### src/rtl/pl_mem_arb_if.sv
// Signal bundle joining the IF/MEM pipeline stages, the arbiter and the unified memory.
// The arbiter uses the slave modport; the pipeline/memory side uses master.
interface pl_mem_arb_if #(
  parameter int AW = 32,
  parameter int DW = 32
);
  logic          if_req;
  logic [AW-1:0] if_addr;
  logic [DW-1:0] if_inst;
  logic          if_ack;
  logic          if_stall;
  logic          d_req;
  logic          d_we;
  logic [AW-1:0] d_addr;
  logic [DW-1:0] d_wdata;
  logic [DW-1:0] d_rdata;
  logic          d_ack;
  logic          d_stall;
  logic          mem_req;
  logic          mem_we;
  logic [AW-1:0] mem_addr;
  logic [DW-1:0] mem_wdata;
  logic [DW-1:0] mem_rdata;
  logic          mem_ack;
  logic          bus_err;

  modport slave (
    input  if_req, if_addr, d_req, d_we, d_addr, d_wdata, mem_rdata, mem_ack,
    output if_inst, if_ack, if_stall, d_rdata, d_ack, d_stall,
           mem_req, mem_we, mem_addr, mem_wdata, bus_err
  );

  modport master (
    output if_req, if_addr, d_req, d_we, d_addr, d_wdata, mem_rdata, mem_ack,
    input  if_inst, if_ack, if_stall, d_rdata, d_ack, d_stall,
           mem_req, mem_we, mem_addr, mem_wdata, bus_err
  );
endinterface

### src/rtl/pl_mem_arb.sv
// IF/MEM arbiter for a single-port unified memory, with MEM-run fairness and a timeout watchdog.
// Define PL_MEM_ARB_IBUF_EN to add a one-entry instruction buffer that short-circuits repeat fetches.
module pl_mem_arb #(
  parameter int AW        = 32,
  parameter int DW        = 32,
  parameter int MAX_D_RUN = 4,
  parameter int TIMEOUT   = 64
) (
  input  logic        clock,
  input  logic        resetn,
  pl_mem_arb_if.slave bus
);
  localparam logic [1:0] IDLE     = 2'd0;
  localparam logic [1:0] BUSY_I   = 2'd1;
  localparam logic [1:0] BUSY_D   = 2'd2;
  localparam logic [3:0] RUN_MAX  = 4'(MAX_D_RUN);
  localparam logic [7:0] TMO_LAST = 8'(TIMEOUT - 1);

  logic [1:0]    state_q, state_d;
  logic          mem_req_q, mem_req_d;
  logic          mem_we_q, mem_we_d;
  logic [AW-1:0] mem_addr_q, mem_addr_d;
  logic [DW-1:0] mem_wdata_q, mem_wdata_d;
  logic          if_ack_q, if_ack_d;
  logic [DW-1:0] if_inst_q, if_inst_d;
  logic          d_ack_q, d_ack_d;
  logic [DW-1:0] d_rdata_q, d_rdata_d;
  logic          bus_err_q, bus_err_d;
  logic [3:0]    run_q, run_d;
  logic [7:0]    tmo_q, tmo_d;
  logic          busy, eff_if, eff_d, grant_d, grant_i, done_ok, done_tmo, ibuf_hit;
  logic [DW-1:0] ibuf_data;

`ifdef PL_MEM_ARB_IBUF_EN
  logic          ibuf_vld_q, ibuf_vld_d;
  logic [AW-1:0] ibuf_addr_q, ibuf_addr_d;
  logic [DW-1:0] ibuf_inst_q, ibuf_inst_d;
`endif

  // A requester whose ack is showing this cycle is still holding the old request; mask it.
  always_comb begin
    busy     = (state_q == BUSY_I) || (state_q == BUSY_D);
    eff_if   = bus.if_req & ~if_ack_q;
    eff_d    = bus.d_req & ~d_ack_q;
    grant_d  = (state_q == IDLE) && eff_d && !(eff_if && (run_q == RUN_MAX));
    grant_i  = (state_q == IDLE) && eff_if && !grant_d;
    done_ok  = busy && bus.mem_ack;
    done_tmo = busy && !bus.mem_ack && (tmo_q == TMO_LAST);
`ifdef PL_MEM_ARB_IBUF_EN
    ibuf_hit  = ibuf_vld_q && (ibuf_addr_q == bus.if_addr);
    ibuf_data = ibuf_inst_q;
`else
    ibuf_hit  = 1'b0;
    ibuf_data = '0;
`endif
  end

  always_comb begin
    state_d     = state_q;
    mem_req_d   = mem_req_q;
    mem_we_d    = mem_we_q;
    mem_addr_d  = mem_addr_q;
    mem_wdata_d = mem_wdata_q;
    if_ack_d    = 1'b0;
    if_inst_d   = if_inst_q;
    d_ack_d     = 1'b0;
    d_rdata_d   = d_rdata_q;
    bus_err_d   = bus_err_q;
    run_d       = run_q;
    tmo_d       = tmo_q;
    if (grant_d) begin
      state_d     = BUSY_D;
      mem_req_d   = 1'b1;
      mem_we_d    = bus.d_we;
      mem_addr_d  = bus.d_addr;
      mem_wdata_d = bus.d_wdata;
      tmo_d       = '0;
      if (bus.if_req && (run_q != RUN_MAX)) run_d = run_q + 4'd1;
    end else if (grant_i) begin
      run_d = '0;
      if (ibuf_hit) begin
        if_ack_d  = 1'b1;
        if_inst_d = ibuf_data;
      end else begin
        state_d    = BUSY_I;
        mem_req_d  = 1'b1;
        mem_we_d   = 1'b0;
        mem_addr_d = bus.if_addr;
        tmo_d      = '0;
      end
    end else if (done_ok || done_tmo) begin
      // A watchdog abort still pulses the ack so the stalled stage can move on.
      state_d   = IDLE;
      mem_req_d = 1'b0;
      if (done_tmo) bus_err_d = 1'b1;
      if (state_q == BUSY_I) begin
        if_ack_d  = 1'b1;
        if_inst_d = done_ok ? bus.mem_rdata : '0;
      end else begin
        d_ack_d   = 1'b1;
        d_rdata_d = done_ok ? bus.mem_rdata : '0;
      end
    end else if (busy) begin
      tmo_d = tmo_q + 8'd1;
    end else if (state_q != IDLE) begin
      state_d   = IDLE;
      mem_req_d = 1'b0;
    end
  end

  always_ff @(posedge clock or negedge resetn) begin
    if (!resetn) begin
      state_q     <= IDLE;
      mem_req_q   <= 1'b0;
      mem_we_q    <= 1'b0;
      mem_addr_q  <= '0;
      mem_wdata_q <= '0;
      if_ack_q    <= 1'b0;
      if_inst_q   <= '0;
      d_ack_q     <= 1'b0;
      d_rdata_q   <= '0;
      bus_err_q   <= 1'b0;
      run_q       <= '0;
      tmo_q       <= '0;
    end else begin
      state_q     <= state_d;
      mem_req_q   <= mem_req_d;
      mem_we_q    <= mem_we_d;
      mem_addr_q  <= mem_addr_d;
      mem_wdata_q <= mem_wdata_d;
      if_ack_q    <= if_ack_d;
      if_inst_q   <= if_inst_d;
      d_ack_q     <= d_ack_d;
      d_rdata_q   <= d_rdata_d;
      bus_err_q   <= bus_err_d;
      run_q       <= run_d;
      tmo_q       <= tmo_d;
    end
  end

`ifdef PL_MEM_ARB_IBUF_EN
  // Any store may hit code, so a store grant invalidates the buffered instruction.
  always_comb begin
    ibuf_vld_d  = ibuf_vld_q;
    ibuf_addr_d = ibuf_addr_q;
    ibuf_inst_d = ibuf_inst_q;
    if (grant_d && bus.d_we) ibuf_vld_d = 1'b0;
    if (done_ok && (state_q == BUSY_I)) begin
      ibuf_vld_d  = 1'b1;
      ibuf_addr_d = mem_addr_q;
      ibuf_inst_d = bus.mem_rdata;
    end
  end

  always_ff @(posedge clock or negedge resetn) begin
    if (!resetn) ibuf_vld_q <= 1'b0;
    else         ibuf_vld_q <= ibuf_vld_d;
  end

  always_ff @(posedge clock) begin
    ibuf_addr_q <= ibuf_addr_d;
    ibuf_inst_q <= ibuf_inst_d;
  end
`endif

  assign bus.mem_req   = mem_req_q;
  assign bus.mem_we    = mem_we_q;
  assign bus.mem_addr  = mem_addr_q;
  assign bus.mem_wdata = mem_wdata_q;
  assign bus.if_ack    = if_ack_q;
  assign bus.if_inst   = if_inst_q;
  assign bus.d_ack     = d_ack_q;
  assign bus.d_rdata   = d_rdata_q;
  assign bus.bus_err   = bus_err_q;
  assign bus.if_stall  = bus.if_req & ~if_ack_q;
  assign bus.d_stall   = bus.d_req & ~d_ack_q;
endmodule
### src/flat_wrapper.sv
// flat-port wrapper written by rule: the top's interface ports become plain ports
module pl_mem_arb_flat 
#(
  parameter int AW        = 32,
  parameter int DW        = 32,
  parameter int MAX_D_RUN = 4,
  parameter int TIMEOUT   = 64
)
  (clock, resetn, bus_if_req, bus_if_addr, bus_d_req, bus_d_we, bus_d_addr, bus_d_wdata, bus_mem_rdata, bus_mem_ack, bus_if_inst, bus_if_ack, bus_if_stall, bus_d_rdata, bus_d_ack, bus_d_stall, bus_mem_req, bus_mem_we, bus_mem_addr, bus_mem_wdata, bus_bus_err);
  pl_mem_arb_if #(.AW(AW), .DW(DW)) bus_i ();
  input  logic clock;
  input  logic resetn;
  input wire logic [$bits(bus_i.if_req)-1:0] bus_if_req;
  input wire logic [$bits(bus_i.if_addr)-1:0] bus_if_addr;
  input wire logic [$bits(bus_i.d_req)-1:0] bus_d_req;
  input wire logic [$bits(bus_i.d_we)-1:0] bus_d_we;
  input wire logic [$bits(bus_i.d_addr)-1:0] bus_d_addr;
  input wire logic [$bits(bus_i.d_wdata)-1:0] bus_d_wdata;
  input wire logic [$bits(bus_i.mem_rdata)-1:0] bus_mem_rdata;
  input wire logic [$bits(bus_i.mem_ack)-1:0] bus_mem_ack;
  output wire logic [$bits(bus_i.if_inst)-1:0] bus_if_inst;
  output wire logic [$bits(bus_i.if_ack)-1:0] bus_if_ack;
  output wire logic [$bits(bus_i.if_stall)-1:0] bus_if_stall;
  output wire logic [$bits(bus_i.d_rdata)-1:0] bus_d_rdata;
  output wire logic [$bits(bus_i.d_ack)-1:0] bus_d_ack;
  output wire logic [$bits(bus_i.d_stall)-1:0] bus_d_stall;
  output wire logic [$bits(bus_i.mem_req)-1:0] bus_mem_req;
  output wire logic [$bits(bus_i.mem_we)-1:0] bus_mem_we;
  output wire logic [$bits(bus_i.mem_addr)-1:0] bus_mem_addr;
  output wire logic [$bits(bus_i.mem_wdata)-1:0] bus_mem_wdata;
  output wire logic [$bits(bus_i.bus_err)-1:0] bus_bus_err;
  assign bus_i.if_req = bus_if_req;
  assign bus_i.if_addr = bus_if_addr;
  assign bus_i.d_req = bus_d_req;
  assign bus_i.d_we = bus_d_we;
  assign bus_i.d_addr = bus_d_addr;
  assign bus_i.d_wdata = bus_d_wdata;
  assign bus_i.mem_rdata = bus_mem_rdata;
  assign bus_i.mem_ack = bus_mem_ack;
  assign bus_if_inst = bus_i.if_inst;
  assign bus_if_ack = bus_i.if_ack;
  assign bus_if_stall = bus_i.if_stall;
  assign bus_d_rdata = bus_i.d_rdata;
  assign bus_d_ack = bus_i.d_ack;
  assign bus_d_stall = bus_i.d_stall;
  assign bus_mem_req = bus_i.mem_req;
  assign bus_mem_we = bus_i.mem_we;
  assign bus_mem_addr = bus_i.mem_addr;
  assign bus_mem_wdata = bus_i.mem_wdata;
  assign bus_bus_err = bus_i.bus_err;
  pl_mem_arb #(.AW(AW), .DW(DW), .MAX_D_RUN(MAX_D_RUN), .TIMEOUT(TIMEOUT)) u_core (.clock(clock), .resetn(resetn), .bus(bus_i));
endmodule
### config.mk
export PLATFORM = sky130hd
export DESIGN_NAME = pl_mem_arb_flat
export DESIGN_NICKNAME = d
export VERILOG_FILES = /design/src/rtl/pl_mem_arb_if.sv /design/src/rtl/pl_mem_arb.sv /design/src/flat_wrapper.sv
export SDC_FILE = /design/constraint.sdc
export NUM_CORES = 1
export LEC_CHECK = 0
export BUFFER_PORTS_ARGS = -buffer_cell sky130_fd_sc_hd__buf_2
export CAP_MARGIN = 20
export CORE_ASPECT_RATIO = 1.1
export CORE_MARGIN = 3
export CORE_UTILIZATION = 25
export DETAILED_ROUTE_END_ITERATION = 16
export SLEW_MARGIN = 25
export SYNTH_ARGS = -nofsm -noshare
export SYNTH_HDL_FRONTEND = slang
export SYNTH_SLANG_ARGS = --single-unit
### constraint.sdc
create_clock -name clock -period 4.6 [get_ports clock]
set_clock_uncertainty 0.2 [all_clocks]
set_input_delay 0.46 -clock clock [delete_from_list [all_inputs] [get_ports clock]]
set_output_delay 0.46 -clock clock [all_outputs]
set_load 0.02 [all_outputs]
==> summary.txt <==
initial antenna violation count = 1
Syn Area/Cell = 10.7 um2
CP Launch Type = register
CTS tree = built
Die X = 154 um
cells after synthesis = 559
Reg-to-Reg End = u_core.bus.mem_addr[4]$_DFFE_PN0N_
total congestion overflow = 0
routability cong. = 0.800
VDD IR max = 396 uV
reg-to-reg startpoint = u_core.bus.if_ack$_DFF_PN0_
PwrDens = 798 nW/um2
CTS root buffer = clkbuf_16
area leader, netlist = dfrtp_1
# IOs = 269
minimum clock period = 2.44 ns
Yosys warning count = 0
worst hold path startpoint = bus_d_wdata[31]
# clock sinks = 147
synth cell count leaders = dfrtp_1, nand2_1, a21oi_1, a32o_1, nor2_1
synth top area cells = dfrtp_1, a32o_1, nand2_1
DRC viols = 0
Via Count = 5,308
clk slew on worst S/H paths = 0.07 ns
first-pass GRT wire length = 29,100 um
placeable core area = 23,200 um2
FFs w/ async S/R, synth = 100%
register area share after synthesis = 61.5%
fin nets = 953
Syn-to-layout area delta = 37.8%
placed cells = 1,093
hold path cells = 3
Filler cells = 2,373
GRT Util Overall = 13.9%
row count = 58
die footprint = 25,800 um2
H-tree levels = 4
number of failing hold endpoints at the final stage = 0
Clock Latency Late Sink = 0.41 ns
number of flops mapped to enable cells by yosys = 0
status = finished clean
vias per inst = 4.71
cell count of the worst reg-to-reg path = 5
Die Ht = 168 um
vias in the first global route = 5,433
Data required, critical path = 4.74 ns
WL/cell = 16.2 um
CTS buffer count = 17
synthesized flop and latch total = 147
Setup Fix Bufs, Post-CTS = 0
max frequency = 410 MHz
count leader, synth = dfrtp_1
CTS resizes = 0
Worst Max-Slew Pin Slew = 0.783 ns
max_cap viols = 0
Iteration-0 DRC Markers = 347
Post-Route Setup TNS = 0 ns
Setup Viol. Count Final = 0
Reg2Reg Setup Slack = 2.16 ns
final wirelength = 18,300 um
First-pass DRT Iterations = 5
Arr. time, crit path = 2.58 ns
fin crit share = 53.0%
Primary FF master, synth = dfrtp_1
Synth Net Count = 699
Post-DRT Antenna Nets = 0
Finished Layout Cells = 1,126
fin. max-slew vios = 0
Crit Path Max Fanout = 45
DP HPWL = 12,300 um
CP endpoint kind = register
Slew headroom = 47.8%
largest net degree at the start of global routing = 86
WS Path Type = reg -> reg
Yosys top cell area share = 61.5%
Hold Path Class = in -> reg
Hold Worst Slack = 0.0294 ns
RSZ-0062 raised after global routing = false
total power = 0.00658 W
Yosys cell types = 40
CTS max path bufs = 2
ratio of cells with drive above 1 in the final layout = 38.6%
Initial Util = 25.8%
worst hold path endpoint = u_core.bus.mem_wdata[31]$_DFFE_PN0P_
cell area after synthesis = 5990 um2
PortBufs = 268
Leakage = 4.22 nW
antenna cells = 0
-- timing repair --
item,in CTS,in global routing
hold endpoints to repair,83,0
endpoints found under the setup margin,0,0
hold buffers,1,0
-- cells by family after synthesis --
family / after synthesis / synth area share, %
XOR/XNOR: 2 / 0.293
buffers and inverters: 57 / 4.22
AO/OA/AOI/OAI: 152 / 19.0
adder cells (fa/ha/maj): 6 / 1.25
flip-flops: 147 / 61.5
AND/OR/NAND/NOR: 193 / 13.5
multiplexers: 2 / 0.334
-- area by class of cell --
| type | instances | area (um2) | share of cell area [%] |
|---|---|---|---|
| Sequential cell | 147 | 3680 | 44.6 |
| Multi-Input combinational cell | 355 | 2080 | 25.2 |
| Tap cell | 300 | 375 | 4.55 |
| Clock buffer | 18 | 439 | 5.33 |
| Inverter | 12 | 45.0 | 0.546 |
| Clock inverter | 14 | 190 | 2.31 |
| Timing Repair Buffer | 280 | 1440 | 17.5 |
-- worst max-delay path: stages, from the launching register on --
cell	delay, ns
dfrtp_1	0.43
nor2b_1	0.50
a21o_2	0.49
buf_4	0.48
nand2_1	0.10
a21oi_1	0.15
-- metrics by stage --
stage / cell area, um2 / worst slack (ns) / util [%]
after floorplan: 5990 / 2.57 / -
after global placement: 7610 / 2.04 / 32.8
after detailed placement: 7610 / 2.01 / 32.8
after CTS: 8250 / 2.13 / 35.5
after global routing: 8250 / 1.97 / 35.5
final: 8250 / 2.16 / 35.5
-- cells in the final DEF, fill, tap and decap left out, types with 2 or more instances in the layout --
| cell type | synthesis | layout |
|---|---|---|
| a21o_1 | 3 | 2 |
| a21oi_1 | 64 | 63 |
| a32o_1 | 64 | 64 |
| buf_2 | 22 | 267 |
| buf_4 | 1 | 11 |
| bufinv_16 | 0 | 3 |
| clkbuf_16 | 0 | 17 |
| clkinvlp_4 | 0 | 3 |
| dfrtp_1 | 147 | 147 |
| ha_1 | 6 | 6 |
| inv_1 | 12 | 12 |
| inv_6 | 0 | 5 |
| inv_8 | 0 | 3 |
| mux2i_1 | 2 | 2 |
| nand2_1 | 131 | 131 |
| nand3_1 | 6 | 6 |
| nor2_1 | 36 | 36 |
| nor2b_1 | 4 | 4 |
| o211ai_1 | 6 | 6 |
| o21ai_0 | 4 | 4 |
| o31ai_1 | 5 | 5 |
| or4_1 | 3 | 3 |
-- power breakdown --
group          internal (W)  switching, W  leakage (nW)
sequential          0.00188      0.000302          1.82
combinational      0.000979       0.00192          2.10
clock              0.000889      0.000608         0.300
total               0.00375       0.00283          4.22
-- layer usage --
layer | part of all wire (%) | GRT usage (%) | wire, um | vias up
li1 | - | - | - | 2483
met1 | 43 | 17.6 | 7910 | 2554
met2 | 44 | 21.6 | 8100 | 248
met3 | 11 | 5.60 | 1930 | 21
met4 | 1.8 | 4.69 | 327 | 2
met5 | 0.071 | 0 | 13 | -
-- state kept, by name, summed over array words and instances, names as in the netlist --
register	count
u_core.bus.d_rdata	32
u_core.bus.if_inst	32
u_core.bus.mem_addr	32
u_core.bus.mem_wdata	32
u_core.tmo_q	8
u_core.run_q	4
u_core.state_q	2
u_core.bus.bus_err	1
u_core.bus.d_ack	1
u_core.bus.if_ack	1
u_core.bus.mem_req	1
u_core.bus.mem_we	1
-- how the worst max path moves through the flow --
stage                                               to  cells after the start                         from
floorplan           u_core.bus.if_inst[10]$_DFFE_PN0P_                      6                    bus_d_req
global placement    u_core.bus.mem_addr[3]$_DFFE_PN0N_                      6                   bus_if_req
detailed placement  u_core.bus.mem_addr[6]$_DFFE_PN0N_                      6                   bus_if_req
CTS                 u_core.bus.mem_addr[4]$_DFFE_PN0N_                      5  u_core.bus.if_ack$_DFF_PN0_
global route        u_core.bus.mem_addr[8]$_DFFE_PN0N_                      5  u_core.bus.if_ack$_DFF_PN0_
finish              u_core.bus.mem_addr[4]$_DFFE_PN0N_                      5  u_core.bus.if_ack$_DFF_PN0_
No activity file was read; power rests on OpenSTA's default activity.
